--- src/rtl/uart_tx_port.sv ---
// uart_tx_port: memory-mapped 8N1 UART transmitter with byte FIFO,
// programmable bit period and a level "drained" interrupt.
module uart_tx_port #(
   parameter int unsigned DEPTH     = 8,
   parameter int unsigned DIV_RESET = 434
) (
   input  logic        clk,
   input  logic        rst_n,
   input  logic [3:2]  Addr,
   input  logic        WE,
   input  logic [31:0] Din,
   output logic [31:0] Dout,
   output logic        IRQ,
   output logic        tx
);

   localparam int unsigned AW = $clog2(DEPTH);
   localparam int unsigned PW = AW + 1;
   localparam int unsigned DW = 16;

   typedef enum logic [1:0] {S_IDLE, S_START, S_DATA, S_STOP} state_t;

   state_t         state, state_nxt;
   logic [7:0]     mem [DEPTH];
   logic [PW-1:0]  wr_ptr, rd_ptr, count;
   logic           full, empty, accept;
   logic           overflow, irq_en;
   logic [DW-1:0]  divisor, baud_cnt;
   logic [7:0]     shift_q;
   logic [2:0]     idx_q;
   logic           bit_end;
   logic           wr_data, wr_status, wr_ctrl, wr_div;
   logic           unused_din;

   // control outputs of the FSM (combinational)
   logic           pop_c, load_baud_c, tx_c;
   logic [7:0]     shift_nxt_c;
   logic [2:0]     idx_nxt_c;

   assign wr_data    = WE && (Addr == 2'd0);
   assign wr_status  = WE && (Addr == 2'd1);
   assign wr_ctrl    = WE && (Addr == 2'd2);
   assign wr_div     = WE && (Addr == 2'd3);
   assign unused_din = ^Din[31:16];

   assign count   = wr_ptr - rd_ptr;
   assign empty   = (wr_ptr == rd_ptr);
   assign full    = (wr_ptr[PW-1] != rd_ptr[PW-1]) && (wr_ptr[AW-1:0] == rd_ptr[AW-1:0]);
   // a same-cycle pop frees the slot, so a push while full still lands
   assign accept  = wr_data && (!full || pop_c);
   assign bit_end = (baud_cnt == '0);

   // FIFO pointers
   always_ff @(posedge clk or negedge rst_n) begin
      if (!rst_n) begin
         wr_ptr <= '0;
         rd_ptr <= '0;
      end else begin
         if (accept) wr_ptr <= wr_ptr + PW'(1);
         if (pop_c)  rd_ptr <= rd_ptr + PW'(1);
      end
   end

   // FIFO storage (no reset needed; guarded by pointers)
   always_ff @(posedge clk) begin
      if (accept) mem[wr_ptr[AW-1:0]] <= Din[7:0];
   end

   // software-visible configuration and status flags
   always_ff @(posedge clk or negedge rst_n) begin
      if (!rst_n) begin
         overflow <= 1'b0;
         irq_en   <= 1'b0;
         divisor  <= DW'(DIV_RESET);
      end else begin
         if (wr_data && full && !pop_c) overflow <= 1'b1;
         else if (wr_status)            overflow <= 1'b0;
         if (wr_ctrl) irq_en <= Din[0];
         if (wr_div)  divisor <= (Din[15:0] < 16'd2) ? 16'd2 : Din[15:0];
      end
   end

   // FSM state register
   always_ff @(posedge clk or negedge rst_n) begin
      if (!rst_n) state <= S_IDLE;
      else        state <= state_nxt;
   end

   // FSM next-state logic
   always_comb begin
      state_nxt = state;
      case (state)
         S_IDLE:  if (!empty) state_nxt = S_START;
         S_START: if (bit_end) state_nxt = S_DATA;
         S_DATA:  if (bit_end && (idx_q == 3'd7)) state_nxt = S_STOP;
         S_STOP:  if (bit_end) state_nxt = empty ? S_IDLE : S_START;
         default: state_nxt = S_IDLE;
      endcase
   end

   // FSM outputs: pop, bit-period reload, shift/index updates, next tx level
   always_comb begin
      pop_c       = 1'b0;
      load_baud_c = 1'b0;
      shift_nxt_c = shift_q;
      idx_nxt_c   = idx_q;
      case (state)
         S_IDLE: begin
            if (!empty) begin
               pop_c       = 1'b1;
               load_baud_c = 1'b1;
               shift_nxt_c = mem[rd_ptr[AW-1:0]];
            end
         end
         S_START: begin
            if (bit_end) begin
               load_baud_c = 1'b1;
               idx_nxt_c   = 3'd0;
            end
         end
         S_DATA: begin
            if (bit_end) begin
               load_baud_c = 1'b1;
               shift_nxt_c = {1'b0, shift_q[7:1]};
               idx_nxt_c   = idx_q + 3'd1;
            end
         end
         S_STOP: begin
            if (bit_end) begin
               load_baud_c = 1'b1;
               if (!empty) begin
                  pop_c       = 1'b1;
                  shift_nxt_c = mem[rd_ptr[AW-1:0]];
               end
            end
         end
         default: ;
      endcase
      case (state_nxt)
         S_START: tx_c = 1'b0;
         S_DATA:  tx_c = shift_nxt_c[0];
         default: tx_c = 1'b1;
      endcase
   end

   // baud counter, shifter, registered tx and interrupt
   always_ff @(posedge clk or negedge rst_n) begin
      if (!rst_n) begin
         baud_cnt <= '0;
         shift_q  <= '0;
         idx_q    <= '0;
         tx       <= 1'b1;
         IRQ      <= 1'b0;
      end else begin
         if (load_baud_c)   baud_cnt <= divisor - DW'(1);
         else if (!bit_end) baud_cnt <= baud_cnt - DW'(1);
         shift_q <= shift_nxt_c;
         idx_q   <= idx_nxt_c;
         tx      <= tx_c;
         IRQ     <= irq_en && empty && (state == S_IDLE);
      end
   end

   // register read mux (no side effects)
   always_comb begin
      Dout = '0;
      case (Addr)
         2'd1:    Dout = {23'd0, 5'(count), overflow, empty, full, (state != S_IDLE)};
         2'd2:    Dout = {31'd0, irq_en};
         2'd3:    Dout = {16'd0, divisor};
         default: Dout = '0;
      endcase
   end

endmodule

--- config.mk ---
export PLATFORM = sky130hd
export DESIGN_NAME = uart_tx_port
export DESIGN_NICKNAME = d
export VERILOG_FILES = /design/src/rtl/uart_tx_port.sv
export SDC_FILE = /design/constraint.sdc
export NUM_CORES = 1
export LEC_CHECK = 0
export BUFFER_PORTS_ARGS = -buffer_cell sky130_fd_sc_hd__buf_4
export CAP_MARGIN = 20
export CORE_ASPECT_RATIO = 0.6
export CORE_UTILIZATION = 35
export DETAILED_ROUTE_END_ITERATION = 7
export HOLD_SLACK_MARGIN = 0.03
export PLACE_DENSITY = 0.62
export SETUP_SLACK_MARGIN = 0.4
export SYNTH_ARGS = -nofsm -noshare
export SYNTH_HDL_FRONTEND = slang
export SYNTH_SLANG_ARGS = --single-unit
--- constraint.sdc ---
create_clock -name clk -period 5.7 [get_ports clk]
set_clock_uncertainty 0.2 [all_clocks]
set_input_delay 0.855 -clock clk [delete_from_list [all_inputs] [get_ports clk]]
set_output_delay 0.855 -clock clk [all_outputs]
set_load 0.03 [all_outputs]
==> impl_metrics.ini, run 1 <==
[grt]
antenna_found_initial = 0
gr-total-overflow = 0
grt_first_pass_wirelength_mm = 23.3
grtUsageTotal_pct = 17.6
grt_pass1_vias = 4131
grt_max_degree = 58

[setup_path]
worst_path_largest_cell_delay_ns = 0.57
worstSetupPathType = register to register
r2r_slack_ns = 1.49
critPathArrivalTime_ns = 4.31
crit_chain = inv_2, ha_1, nand3_1, o21ai_1, buf_4, o31ai_2, buf_4, mux2i_1, ha_1, nor2b_1, nand4_1, a221oi_2, nand4_1, mux2i_1
required_ns = 5.80
r2r_start = rd_ptr[2]
cp_slowest_cell = dfrtp_1
startpoint_type = register
cp-startpoint = rd_ptr[2]
r2r_cells = 14
cp_max_fo = 14
r2r_end = baud_cnt[14]
endpoint_kind = register

[cts]
root_buffer = clkbuf_16
cts_buffers = 17
postCtsSetupBuffers = 0
cts_resized = 0
tritoncts = done
htree_levels = 4
cts_hold_buf = 0
insertion_delay_ns = 0.42
clkTransAtPathRegs_ns = 0.06
cts.sinks = 121
cts_buffer_depth = 2

[detailed_routing]
vias_per_cell = 5.43
routed-via-count = 4223
wire_per_inst_um = 18.9
drc = 0
drt_wl_total_mm = 14.7
initialDrtViolationCount = 294
drt_pass1_iterations = 5
ant_nets = 0

[timing]
period_minus_slack_ns = 4.21
worst_slew_pin_slew_ns = 0.967
tns_ns = 0
finalSetupViolCount = 0
finalMaxSlewViolations = 0
holdWs_ns = 0.297
finalHoldViolCount = 0
relSlewSlack_pct = 35.3
fin_crit_sh_pct = 73.9
rsz0062_at_grt = false
fmax_mhz = 237

[power]
p_sw_share_pct = 37.4
p_clk_share_pct = 29.3
power_density_nw_per_um2 = 509
p_switching_w = 0.00135
power_frac_seq_pct = 35.4
p_comb_share_pct = 35.3
vdd_ir_drop_max_mv = 0.249
p_total_w = 0.00361
power.leakage_nw = 2.77
intPower_w = 0.00226

[placed_design]
place_area_um2 = 6520
globalplace.congestion = 0.931
io_buffers = 38
hpwl_mm = 10.4
dp_cells = 746

[synth]
synth-async-reset-ratio_pct = 47.1
synth_area_um2 = 6050
synth_xor_xnor_area_share_pct = 3.77
yosysUniqueCellTypes = 58
synth_top_family_by_area = simple AND/OR/NAND/NOR gates
muxShareOfSynthArea_pct = 11.9
synth-compound-area-share_pct = 8.63
yosysSeqAreaShare_pct = 55.5
synth_fa_ha_area_share_pct = 3.02
synthFlopType = edfxtp_1
yosys.area_share.simple_pct = 13.0
synth_area_per_cell_um2 = 12.2
synth_warnings = 0
synth_seq_cells = 121
synth-edff-count = 64
synthCells = 497

[floorplanning]
die_y_um = 104
start_util_pct = 36.5
die_area_um2 = 17800
core_um2 = 16600
die_x_um = 172
fp-row-count = 36
ios = 71

[layout]
drive_gt1_share_pct = 22.5
final_cell_mix = edfxtp_1, dfrtp_1, nor2_1
mostFrequentLayoutCell = edfxtp_1
antenna_cells = 0
fill_cells = 1592
synthToLayoutAreaGrowth_pct = 17.4
fin_area_um2 = 7100
instances_no_fill = 778
final_nets = 588

[run]
drv_cap = 0

[run_status]
status = completed

[hold_path]
min-delay-path-class = input pin to async pin
critical path, delay by kind of cell, from the launching register on:
| family | cells | cell delay [ns] |
|---|---|---|
| AO/OA/AOI/OAI | 3 | 0.64 |
| adder cells (fa/ha/maj) | 2 | 0.71 |
| buffers and inverters | 3 | 0.72 |
| flip-flops | 1 | 0.57 |
| multiplexers | 2 | 0.40 |
| AND/OR/NAND/NOR | 4 | 0.85 |
metrics by stage:
step / setup WS, ns / utilization (%)
after floorplan: 1.62 / -
after global placement: 1.60 / 39.3
after detailed placement: 1.56 / 39.3
after CTS: 1.55 / 42.8
after global routing: 1.22 / 42.8
final: 1.49 / 42.8
cells by family (layout without fill, tap and decap cells):
| group | count (synthesis) | in the layout |
|---|---|---|
| AOI/OAI and AO/OA | 81 | 81 |
| xor gates and xnor gates | 26 | 26 |
| adders and majority gates | 14 | 14 |
| buffers and inverters | 49 | 87 |
| DFF | 121 | 121 |
| muxes | 50 | 50 |
| other | 1 | 16 |
| and+or+nand+nor | 155 | 155 |
how the worst max path moves through the flow:
stage	endpoint	slack (ns)
finish	baud_cnt[14]	1.49
detailed placement	baud_cnt[14]	1.56
floorplan	baud_cnt[14]	1.62
CTS	baud_cnt[14]	1.55
global route	baud_cnt[14]	1.22
global placement	baud_cnt[14]	1.60
final cells by class:
class                      instances  area [µm²]  share of cell area (%)
inverter                          12        45.0                   0.635
sequential                       121        3360                    47.3
clock inverter                    14         149                    2.10
tap                              228         285                    4.02
multi-input combinational        342        2510                    35.4
timing repair buffer              43         323                    4.55
clock buffer                      18         429                    6.05
power by group through the flow:
| stage | Sequential [W] | Combinational, W | Clock (W) |
|---|---|---|---|
| CTS | 0.00127 | 0.00127 | 0.00107 |
| global placement | 0.00128 | 0.00123 | 0 |
| detailed placement | 0.00129 | 0.00127 | 0 |
| global route | 0.00130 | 0.00141 | 0.00111 |
| floorplan | 0.00123 | 0.000959 | 0 |
| finish | 0.00128 | 0.00128 | 0.00106 |
metal layers:
metal / GRT usage [%] / up-vias / part of all wire [%]
met4: 4.78 / 0 / 1.2
met1: 26.8 / 2157 / 51
met3: 5.27 / 17 / 6.3
li1: - / 1898 / -
met5: 0 / - / 0
met2: 24.0 / 151 / 42
synth_stat cells (14+ instances only):
cell type  instances  area [µm²]
edfxtp_1          64        1920
dfrtp_1           51        1280
nor2_1            44         165
nand2_1           38         143
a21oi_1           28         140
mux2_2            17         191
mux2i_1           17         170
nor3_1            17        85.1
buf_4             16         120
clkbuf_1          16        60.1
mux4_2            16         360
o21ai_0           15        75.1
xor2_1            14         123
sequential cells by signal, summed over array words and instances, names as in the netlist:
| signal | count |
|---|---|
| tx | 1 |
| overflow | 1 |
| wr_ptr | 4 |
| irq_en | 1 |
| mem | 64 |
| divisor | 16 |
| IRQ | 1 |
| state | 2 |
| idx_q | 3 |
| shift_q | 8 |
| baud_cnt | 16 |
| rd_ptr | 4 |
Power figures use the tool's default switching activity.
==> run 2, diff against run 1 <==
Clock period 5.7 ns to 4.1 ns, I/O delays scaled along.
==> impl_metrics.ini, run 2 (synthesis results as in run 1) <==
[run_status]
status = completed

[layout]
drive_gt1_share_pct = 25.3
synthToLayoutAreaGrowth_pct = 20.6
final_nets = 603
antenna_cells = 0
largest_reg_flops = 64
fill_cells = 1509
mostFrequentLayoutCell = edfxtp_1
instances_no_fill = 793
fin_area_um2 = 7290
final_cell_mix = edfxtp_1, buf_4, dfrtp_1

[timing]
finalHoldViolCount = 0
rsz0062_at_grt = true
fmax_mhz = 284
fin_crit_sh_pct = 85.8
tns_ns = 0
holdWs_ns = 0.0650
period_minus_slack_ns = 3.52
finalSetupViolCount = 0
worst_slew_pin_slew_ns = 0.874
final.setup.worst_slack_ns = 0.581
relSlewSlack_pct = 41.5
finalMaxSlewViolations = 0

[grt]
grt_max_degree = 58
grt_first_pass_wirelength_mm = 23.7
use_met2_pct = 23.0
grt_pass1_vias = 4181
antenna_found_initial = 0
top_usage_layer = met1
grtUsageTotal_pct = 17.8
grt_use_met1_pct = 29.2
gr-total-overflow = 0
grtUsageMet3_pct = 3.78

[power]
power.leakage_nw = 2.89
p_switching_w = 0.00189
p_comb_share_pct = 35.3
vdd_ir_drop_max_mv = 0.401
intPower_w = 0.00337
p_clk_share_pct = 30.7
power_frac_seq_pct = 34.0
power_density_nw_per_um2 = 721
p_sw_share_pct = 36.0

[detailed_routing]
vias_per_cell = 5.37
drc = 0
routed-via-count = 4255
drt_wl_total_mm = 14.7
drt_pass1_iterations = 4
wire_per_inst_um = 18.6
ant_nets = 0
initialDrtViolationCount = 377

[setup_path]
r2r_slack_ns = 0.58
cp_slowest_cell = or4_4
worstSetupPathType = register to register
cp_max_fo = 9
r2r_cells = 9
cp-startpoint = baud_cnt[7]
r2r_end = mem[0][2]
required_ns = 4.00
endpoint_kind = register
critPathArrivalTime_ns = 3.42
crit_chain = or4_4, nor3_4, a31oi_1, nor3_4, buf_4, o211a_1, nand2_1, nor3_1, buf_4
startpoint_type = register
r2r_start = baud_cnt[7]
crit_end = mem[0][2]
worst_path_largest_cell_delay_ns = 0.59

[cts]
clkTransAtPathRegs_ns = 0.06
insertion_delay_ns = 0.40
root_buffer = clkbuf_16
cts_hold_buf = 0
cts_buffer_depth = 2
cts_buffers = 17
cts.sinks = 121
htree_levels = 4
tritoncts = done

[floorplanning]
die_y_um = 104
start_util_pct = 36.5
fp-row-count = 36
core_um2 = 16600
ios = 71
die_x_um = 172
die_area_um2 = 17800

[placed_design]
place_ws_ns = 0.382
io_buffers = 38
dp_cells = 757
place_area_um2 = 6600
globalplace.congestion = 0.878
hpwl_mm = 10.5

[hold_path]
min-delay-path-class = input pin to async pin

[run]
drv_cap = 0
[run 2: changes by cell type in the layout (fill, tap and decap cells not counted), moves of 2 or more]
cell        previous run  this run
buf_4                 43        58
clkinvlp_4             3         0
bufinv_16              2         4
clkbuf_8               0         2
[run 2: what timing repair did]
action | 4_1_cts | 5_1_grt
hold endpoints to repair | 0 | 0
endpoints found under the setup margin | 1 | 20
gates resized for setup | 1 | 4
buffers inserted | 0 | 4
pin swaps | 0 | 3
[run 2: power by group through the flow]
stage	Sequential, W	Clock [W]	Combinational, W
finish	0.00179	0.00161	0.00186
global route	0.00182	0.00169	0.00205
CTS	0.00177	0.00162	0.00182
detailed placement	0.00179	0	0.00180
global placement	0.00178	0	0.00176
floorplan	0.00171	0	0.00135
[run 2: layout make-up]
cell class | count | area [µm²] | share of cell area (%)
inverter | 12 | 45.0 | 0.618
clock inverter | 13 | 190 | 2.61
multi-input combinational | 342 | 2530 | 34.6
sequential | 121 | 3360 | 46.0
tap | 228 | 285 | 3.91
timing repair buffer | 58 | 435 | 5.97
clock buffer | 19 | 453 | 6.21
[run 2: how the worst min path moves through the flow]
stage          depth (start not counted)  slack, ns     endpoint
4_1_cts                                1       0.10  divisor[15]
6_report                               1       0.07  divisor[15]
3_3_place_gp                           1       0.28    rd_ptr[3]
3_5_place_dp                           1       0.29    rd_ptr[3]
5_1_grt                                1       0.13  divisor[15]
2_1_floorplan                          0       0.12          IRQ
[run 2: per-stage QoR]
step,power (W),utilization (%)
after floorplan,0.00305,-
after CTS,0.00522,43.7
after global placement,0.00354,39.8
final,0.00525,44.0
after detailed placement,0.00359,39.8
after global routing,0.00556,44.0
[run 2: critical path, delay by kind of cell (launching register included)]
| family | cells | cell delay [ns] |
|---|---|---|
| AND/OR/NAND/NOR | 5 | 1.48 |
| AO/OA/AOI/OAI | 2 | 0.65 |
| flip-flops | 1 | 0.44 |
| buffers and inverters | 2 | 0.43 |
[run 2: layer usage]
| layer | vias to the layer above | wire [µm] |
|---|---|---|
| met3 | 8 | 1080 |
| met2 | 163 | 5860 |
| li1 | 1931 | - |
| met4 | 0 | 114 |
| met5 | - | 0 |
| met1 | 2153 | 7670 |
==> run 3, diff against run 2 <==
Settings changed: CORE_ASPECT_RATIO 0.6 to 0.7.
==> impl_metrics.ini, run 3 (synthesis results as in run 1) <==
[timing]
finalHoldViolCount = 0
fmax_mhz = 286
period_minus_slack_ns = 3.49
finalSetupViolCount = 0
relSlewSlack_pct = 44.1
rsz0062_at_grt = false
worst_slew_pin_slew_ns = 0.834
finalMaxSlewViolations = 0
fin_crit_sh_pct = 85.2
tns_ns = 0

[grt]
grt_first_pass_wirelength_mm = 22.9
top_usage_layer = met1
grt_pass1_vias = 4139
antenna_found_initial = 0
use_met2_pct = 23.2
gr-total-overflow = 0
grt_use_met1_pct = 25.8
grt_max_degree = 58
grtUsageTotal_pct = 17.0
grtUsageMet3_pct = 4.14

[detailed_routing]
drc = 0
wire_per_inst_um = 18.2
initialDrtViolationCount = 382
routed-via-count = 4250
ant_nets = 0
drt_wl_total_mm = 14.4
vias_per_cell = 5.39
drt_pass1_iterations = 6

[cts]
insertion_delay_ns = 0.42
cts.sinks = 121
tritoncts = done
cts_buffer_depth = 2
cts_buffers = 17
htree_levels = 4
root_buffer = clkbuf_16
clkTransAtPathRegs_ns = 0.07

[placed_design]
dp_cells = 755
hpwl_mm = 10.2
globalplace.congestion = 0.861
place_area_um2 = 6600
io_buffers = 38

[setup_path]
r2r_start = wr_ptr[2]
crit_path_frequent_cell = mux2i_1
crit_buf_inv = 0
startpoint_type = register
cp_top_family = compound AO/OA/AOI/OAI gates
worst_path_largest_cell_delay_ns = 0.47
cp_slowest_cell = dfrtp_1
crit_chain = ha_1, nand3_1, o21ai_4, o31ai_4, mux2i_1, ha_2, nand3_1, mux2i_1, a41oi_1, a221oi_2, nand4_1, mux2i_1
required_ns = 4.20
cp-startpoint = wr_ptr[2]
endpoint_kind = register
worstSetupPathType = register to register
critPathArrivalTime_ns = 3.59
cp_max_fo = 8

[layout]
fill_cells = 1539
synthToLayoutAreaGrowth_pct = 19.9
drive_gt1_share_pct = 25.4
final_nets = 602
instances_no_fill = 789
fin_area_um2 = 7250
largest_reg_flops = 64
final_cell_mix = edfxtp_1, buf_4, dfrtp_1
antenna_cells = 0
utilization_pct = 43.7
mostFrequentLayoutCell = edfxtp_1

[power]
p_total_w = 0.00514
p_clk_share_pct = 29.1
p_comb_share_pct = 36.5
power_frac_seq_pct = 34.4
p_switching_w = 0.00197
power_density_nw_per_um2 = 709
power.leakage_nw = 2.86
intPower_w = 0.00317
p_sw_share_pct = 38.3
vdd_ir_drop_max_mv = 0.349

[floorplanning]
ios = 71
die_area_um2 = 17800
core_um2 = 16600
fp-row-count = 39
die_y_um = 112
start_util_pct = 36.4
die_x_um = 159

[run]
drv_cap = 0

[hold_path]
min-delay-path-class = input pin to async pin

[run_status]
status = completed
[run 3: changes by cell type in the layout (fill, tap and decap cells not counted), sizes merged]
cell / before / now
buf: 58 / 57
bufinv: 4 / 1
clkbuf: 19 / 17
clkinv: 7 / 2
clkinvlp: 0 / 3
inv: 14 / 21
[run 3: final timing paths]
kind                       slack, ns  cells after the start            to
max                             0.61                     12  baud_cnt[14]
min in group clk                0.24                      2   divisor[14]
min reg2reg                     0.29                      1     wr_ptr[3]
max reg2reg                     0.61                     12  baud_cnt[14]
max in group asynchronous       3.16                      1    divisor[6]
min                             0.05                      1    shift_q[3]
[run 3: metal layers]
layer  up-vias  share of wire, %
li1       1925                 -
met2       158                41
met5         -                 0
met1      2149                51
met3        18               6.8
met4         0               1.9
[run 3: power by group through the flow]
| stage | clock network, W | registers (W) | logic, W |
|---|---|---|---|
| 4_1_cts | 0.00152 | 0.00175 | 0.00182 |
| 3_5_place_dp | 0 | 0.00177 | 0.00181 |
| 2_1_floorplan | 0 | 0.00171 | 0.00135 |
| 6_report | 0.00150 | 0.00177 | 0.00188 |
| 3_3_place_gp | 0 | 0.00177 | 0.00178 |
| 5_1_grt | 0.00157 | 0.00180 | 0.00205 |
[run 3: repair_timing]
action / CTS / global route
setup endpoints to repair: 0 / 4
resized for setup: 0 / 7
hold buffers: 0 / 0
setup buffers: 0 / 2
[run 3: final cells by class]
| class | instances | area, µm² | area share [%] |
|---|---|---|---|
| sequential | 121 | 3360 | 46.3 |
| tap | 225 | 282 | 3.88 |
| inverter | 12 | 45.0 | 0.621 |
| timing repair buffer | 57 | 428 | 5.90 |
| multi-input combinational | 342 | 2540 | 35.1 |
| clock buffer | 17 | 425 | 5.87 |
| clock inverter | 15 | 174 | 2.40 |
[run 3: stage by stage]
step | hold WS [ns] | setup slack (ns)
floorplan | 0.119 | 0.407
global placement | 0.283 | 0.514
detailed placement | 0.284 | 0.407
CTS | 0.0831 | 0.405
global route | 0.120 | 0.409
finish | 0.0531 | 0.607
